File: config.mk
export PLATFORM = sky130hd
export DESIGN_NAME = fifo_sync_flags
export DESIGN_NICKNAME = d
export VERILOG_FILES = /design/src/rtl/fifo_sync_flags.sv
export SDC_FILE = /design/constraint.sdc
export NUM_CORES = 1
export LEC_CHECK = 0
export BUFFER_PORTS_ARGS = -buffer_cell sky130_fd_sc_hd__buf_2
export CORE_MARGIN = 10
export CORE_UTILIZATION = 34
export DETAILED_ROUTE_END_ITERATION = 16
export GPL_TIMING_DRIVEN = 1
export PLACE_DENSITY_LB_ADDON = 0.15
export SYNTH_ARGS = -nofsm -noshare
export SYNTH_HDL_FRONTEND = slang
export SYNTH_SLANG_ARGS = --single-unit
File: constraint.sdc
create_clock -name clock -period 3.81 [get_ports clock]
set_input_delay 0.762 -clock clock [delete_from_list [all_inputs] [get_ports clock]]
set_output_delay 0.762 -clock clock [all_outputs]
set_load 0.1 [all_outputs]
File: src/rtl/fifo_sync_flags.sv
`default_nettype none
// ============================================================================
//  Module   : fifo_sync_flags
//  Purpose  : Parametrised single-clock FIFO with internal storage, registered
//             empty/full and programmable almost-empty/almost-full flags, an
//             occupancy count, sticky overflow/underflow errors, synchronous
//             flush, and a selectable registered or first-word-fall-through
//             read mode.
//  Ports    : clock        - single clock, all state on posedge
//             reset        - asynchronous, active-low reset
//             flush        - synchronous clear of pointers, count, flags, errors
//             push/in_data - write request and write data
//             pop          - read request
//             out_data     - read data
//             out_valid    - out_data is valid
//             full, empty, almost_full, almost_empty - occupancy flags
//             count        - occupancy 0..DEPTH
//             overflow     - sticky: push rejected because FIFO was full
//             underflow    - sticky: pop rejected because FIFO was empty
//  Revision : 1.0 - initial release
// ============================================================================
module fifo_sync_flags #(
    parameter int WIDTH        = 16,
    parameter int DEPTH        = 16,
    parameter int ADDRESSWIDTH = 4,
    parameter int AF_LEVEL     = 14,
    parameter int AE_LEVEL     = 2,
    parameter int FWFT         = 0
) (
    input  logic                    clock,
    input  logic                    reset,
    input  logic                    flush,
    input  logic                    push,
    input  logic [WIDTH-1:0]        in_data,
    input  logic                    pop,
    output logic [WIDTH-1:0]        out_data,
    output logic                    out_valid,
    output logic                    full,
    output logic                    empty,
    output logic                    almost_full,
    output logic                    almost_empty,
    output logic [ADDRESSWIDTH:0]   count,
    output logic                    overflow,
    output logic                    underflow
);

    localparam int                      c_CW       = ADDRESSWIDTH + 1;
    localparam logic [ADDRESSWIDTH-1:0] c_LAST_PTR = ADDRESSWIDTH'(DEPTH - 1);
    localparam logic [c_CW-1:0]         c_DEPTH    = c_CW'(DEPTH);
    localparam logic [c_CW-1:0]         c_AF       = c_CW'(AF_LEVEL);
    localparam logic [c_CW-1:0]         c_AE       = c_CW'(AE_LEVEL);

    logic [WIDTH-1:0]        r_mem [DEPTH];
    logic [ADDRESSWIDTH-1:0] r_front;
    logic [ADDRESSWIDTH-1:0] r_rear;
    logic [c_CW-1:0]         r_count;
    logic                    r_full;
    logic                    r_empty;
    logic                    r_almost_full;
    logic                    r_almost_empty;
    logic                    r_overflow;
    logic                    r_underflow;

    logic                    w_pop_acc;
    logic                    w_push_acc;
    logic [c_CW-1:0]         w_count_next;
    logic [ADDRESSWIDTH-1:0] w_front_next;
    logic [ADDRESSWIDTH-1:0] w_rear_next;

    // A push into a full FIFO is only accepted when a pop frees a slot in
    // the same cycle; the flags come from registers, never from pointers.
    always_comb begin
        w_pop_acc    = pop & ~r_empty;
        w_push_acc   = push & (~r_full | w_pop_acc);
        w_count_next = r_count + c_CW'(w_push_acc) - c_CW'(w_pop_acc);
        w_front_next = (r_front == c_LAST_PTR) ? '0 : r_front + ADDRESSWIDTH'(1);
        w_rear_next  = (r_rear  == c_LAST_PTR) ? '0 : r_rear  + ADDRESSWIDTH'(1);
    end

    always_ff @(posedge clock or negedge reset) begin
        if (!reset) begin
            r_front        <= '0;
            r_rear         <= '0;
            r_count        <= '0;
            r_full         <= 1'b0;
            r_empty        <= 1'b1;
            r_almost_full  <= 1'b0;
            r_almost_empty <= 1'b1;
            r_overflow     <= 1'b0;
            r_underflow    <= 1'b0;
        end else if (flush) begin
            r_front        <= '0;
            r_rear         <= '0;
            r_count        <= '0;
            r_full         <= 1'b0;
            r_empty        <= 1'b1;
            r_almost_full  <= 1'b0;
            r_almost_empty <= 1'b1;
            r_overflow     <= 1'b0;
            r_underflow    <= 1'b0;
        end else begin
            if (w_pop_acc) begin
                r_front <= w_front_next;
            end
            if (w_push_acc) begin
                r_rear <= w_rear_next;
            end
            r_count        <= w_count_next;
            r_full         <= (w_count_next == c_DEPTH);
            r_empty        <= (w_count_next == '0);
            r_almost_full  <= (w_count_next >= c_AF);
            r_almost_empty <= (w_count_next <= c_AE);
            r_overflow     <= r_overflow  | (push & r_full & ~w_pop_acc);
            r_underflow    <= r_underflow | (pop & r_empty);
        end
    end

    // Storage is deliberately not reset.
    always_ff @(posedge clock) begin
        if (reset && !flush && w_push_acc) begin
            r_mem[r_rear] <= in_data;
        end
    end

    generate
        if (FWFT != 0) begin : g_fwft
            // Head word is shown combinationally while the FIFO holds data;
            // r_last keeps the most recently shown word so out_data holds
            // still once the FIFO drains or is flushed.
            logic [WIDTH-1:0] r_last;

            always_ff @(posedge clock or negedge reset) begin
                if (!reset) begin
                    r_last <= '0;
                end else if (!r_empty) begin
                    r_last <= r_mem[r_front];
                end
            end

            assign out_valid = ~r_empty;
            assign out_data  = r_empty ? r_last : r_mem[r_front];
        end else begin : g_registered
            logic [WIDTH-1:0] r_out_data;
            logic             r_out_valid;

            always_ff @(posedge clock or negedge reset) begin
                if (!reset) begin
                    r_out_data  <= '0;
                    r_out_valid <= 1'b0;
                end else if (flush) begin
                    r_out_valid <= 1'b0;
                end else begin
                    r_out_valid <= w_pop_acc;
                    if (w_pop_acc) begin
                        r_out_data <= r_mem[r_front];
                    end
                end
            end

            assign out_valid = r_out_valid;
            assign out_data  = r_out_data;
        end
    endgenerate

    assign full         = r_full;
    assign empty        = r_empty;
    assign almost_full  = r_almost_full;
    assign almost_empty = r_almost_empty;
    assign count        = r_count;
    assign overflow     = r_overflow;
    assign underflow    = r_underflow;

endmodule
`default_nettype wire

==> run metrics <==
CP arrival 3410 ps; Die Y 205 um; Hold Path Class in2async; starting density of the core 0.345; CTS buffer count 34; core area 0.0335 mm^2; clock tree buffer depth 3; # Post-CTS Setup Buffers 0; crit path time final 3020 ps; Pre-antenna DRT Iters 4; # rows 67; Post-CTS Hold Fix Bufs 0; Seq cells post-synth 292; Post-layout nets 686; Reg-to-Reg End almost_full; most frequent cells in the layout edfxtp_1 (256), buf_2 (48), mux4_1 (37); die width 205 um; commonest non-fill, non-tap cell in the layout edfxtp_1; CP Launch Point empty; Global Route Usage Sum 0.129; layout cell share with drive strength beyond 1 0.265; Clock Latency Late Sink 510 ps; Final period util 0.792; Syn Nets 601; WS Path Type reg2reg; RSZ-0062 raised after global routing false; DR WL/cell 23.8 um; status finished clean; initial antenna violation count 2; CTS root buf clkbuf_16; Peak Freq between 300 and 400 MHz; die area 0.0418 mm^2; maxcap violations 0; VDD IR-drop max 575 uV; RR Startpoint empty; R2R Setup Slk 790 ps; pin count of the biggest net entering global routing 53; TNS Setup 0 ps; Final Hold Violating Endpoints 0; vias per cell approximately 5.1; hpwl dp 15800 um; CTS tree done; number of global-route vias before repair 6004; GPL Wtd Cong between 0.7 and 0.8; critical path depth 13; crit-path cells nand2b_4 > inv_2 > o21ai_2 > ha_1 > inv_1 > ha_1 > inv_1 > fa_1 > nor2b_1 > o21ai_0 > a21oi_1 > nor3b_2 > or2_2; total gr overflow 0; footprint of the multi-input gates 0.00279 mm^2; CP max FO 8; Pleak between 4 and 5 nW; Max stage delay on crit path 550 ps; # port buffers 48; Setup Skew 16.8 ps; Design Power 8.89 mW; area leader, netlist edfxtp_1; Synth async-reset ratio 0.123; clk slew on worst S/H paths about 60 ps; critical path startpoint category flip-flop; Syn. warnings 0; syn_area_per_cell between 20 and 25 um^2; top area cells in the synthesized netlist edfxtp_1 (66%), mux4_1 (8.4%), dfrtp_1 (7.4%); actual slew at the worst max-slew pin between 700 and 800 ps; cell family with most CP delay adder cells; Synth Flop Type edfxtp_1; FF/Latch Area 0.00860 mm^2; number of fill cells 3019; Slew Viols, Final 0; final count of negative-setup-slack endpoints 0; via count 5741; slowest CP cell dfstp_2; post-CTS sizing 0; WP data required 4200 ps; # DRC 0; max_slew headroom 0.502; First DRT Iteration DRCs around 360; register area share after synthesis 0.742; first-pass GRT wire length 40000 um; Yosys top cell area share 0.664; Synth Instances 569; Worst setup endpoint almost_full; Cell Pwr Density 653 mW/mm^2; Buf+Inv Stages, Crit Path 3; P&R area growth vs syn 17.7%; synth unique cells 43; H-tree lvl count 2; number of flops mapped to enable cells by yosys 256; Final ANT Viol Nets 0; Total Wirelength 26800 um; Boundary Pins 49; # clock sinks 292; Worst Reg2Reg Path Length in Cells 13; Post-Syn Area 0.0116 mm^2; CP endpoint kind flip-flop
-- state kept, by name (all words and copies together) (netlist names), 4 cells and up --
register	flops
r_front	4
count	5
out_data	16
r_rear	4
r_mem	256
-- worst register-to-register path: stages (launching register included) --
cell and delay, ps:
dfstp_2 550, nand2b_4 150, inv_2 70, o21ai_2 330
ha_1 310, inv_1 60, ha_1 150, inv_1 50
fa_1 410, nor2b_1 120, o21ai_0 110, a21oi_1 200
nor3b_2 100, or2_2 310
-- metal layers --
metal	part of all wire	wire (um)	GRT usage	up-vias
met3	0.059	1580	0.0276	45
met5	0.00048	13	0	-
met4	0.023	628	0.0378	2
li1	-	-	-	2510
met2	0.47	12700	0.204	155
met1	0.45	11900	0.175	3029
-- through the flow --
stage / setup slack, ps / instance area, um^2 / util / hold WS, ps / cells
2_1_floorplan: 613 / 11600 / - / 466 / 569
3_3_place_gp: 576 / 12500 / 0.374 / 476 / 1066
3_5_place_dp: 491 / 12500 / 0.374 / 472 / 1066
4_1_cts: 776 / 13600 / 0.406 / 401 / 1128
5_1_grt: 597 / 13600 / 0.406 / 433 / 1128
6_report: 792 / 13600 / 0.406 / 394 / 1129
-- report_power, final --
group	internal, mW	switching (mW)
Combinational	0.510	1.50
Clock	1.85	1.24
Sequential	3.65	0.140
-- layout make-up --
cell class	instances	area share
antenna	1	0.000184
multi-input combinational	234	0.205
clock inverter	11	0.00762
tap	448	0.0412
timing repair buffer	78	0.0397
inverter	14	0.00386
clock buffer	51	0.0716
sequential	292	0.631
-- worst min-delay path by stage --
stage | from | to | slack [ps]
final | reset | count[1] | 390
after floorplan | reset | almost_full | 470
after global placement | out_data[3] | out_data[3] | 480
after global routing | reset | out_data[6] | 430
after detailed placement | out_data[5] | out_data[5] | 470
after CTS | reset | r_front[3] | 400
-- synth_stat cells, types with 2 or more instances --
cell type / count
edfxtp_1: 256
mux4_1: 37
mux2i_1: 36
dfrtp_1: 34
nand2_1: 29
mux4_2: 23
nor2_1: 23
o221ai_1: 15
inv_1: 12
a21oi_1: 10
buf_2: 10
ha_1: 10
buf_6: 7
clkbuf_1: 7
buf_4: 5
nor2b_1: 5
nor3_1: 4
o21ai_0: 4
xor2_1: 4
a31oi_1: 3
nand2b_1: 3
nand3b_1: 3
o211ai_1: 3
or3_1: 3
a2111oi_0: 2
dfstp_2: 2
inv_2: 2
nor3b_2: 2
-- kinds of logic (layout without fill, tap and decap cells) --
logic type / after synthesis / after routing / share of synthesized area
xor gates and xnor gates: 5 / 5 / 0.00378
muxes: 97 / 97 / 0.161
DFF: 292 / 292 / 0.742
AOI/OAI and AO/OA: 42 / 42 / 0.0262
adders and majority gates: 11 / 11 / 0.0125
and+or+nand+nor: 79 / 79 / 0.0333
other: 0 / 1 / 0
buffers and inverters: 43 / 154 / 0.0212
(Power assumes the default switching activity.)
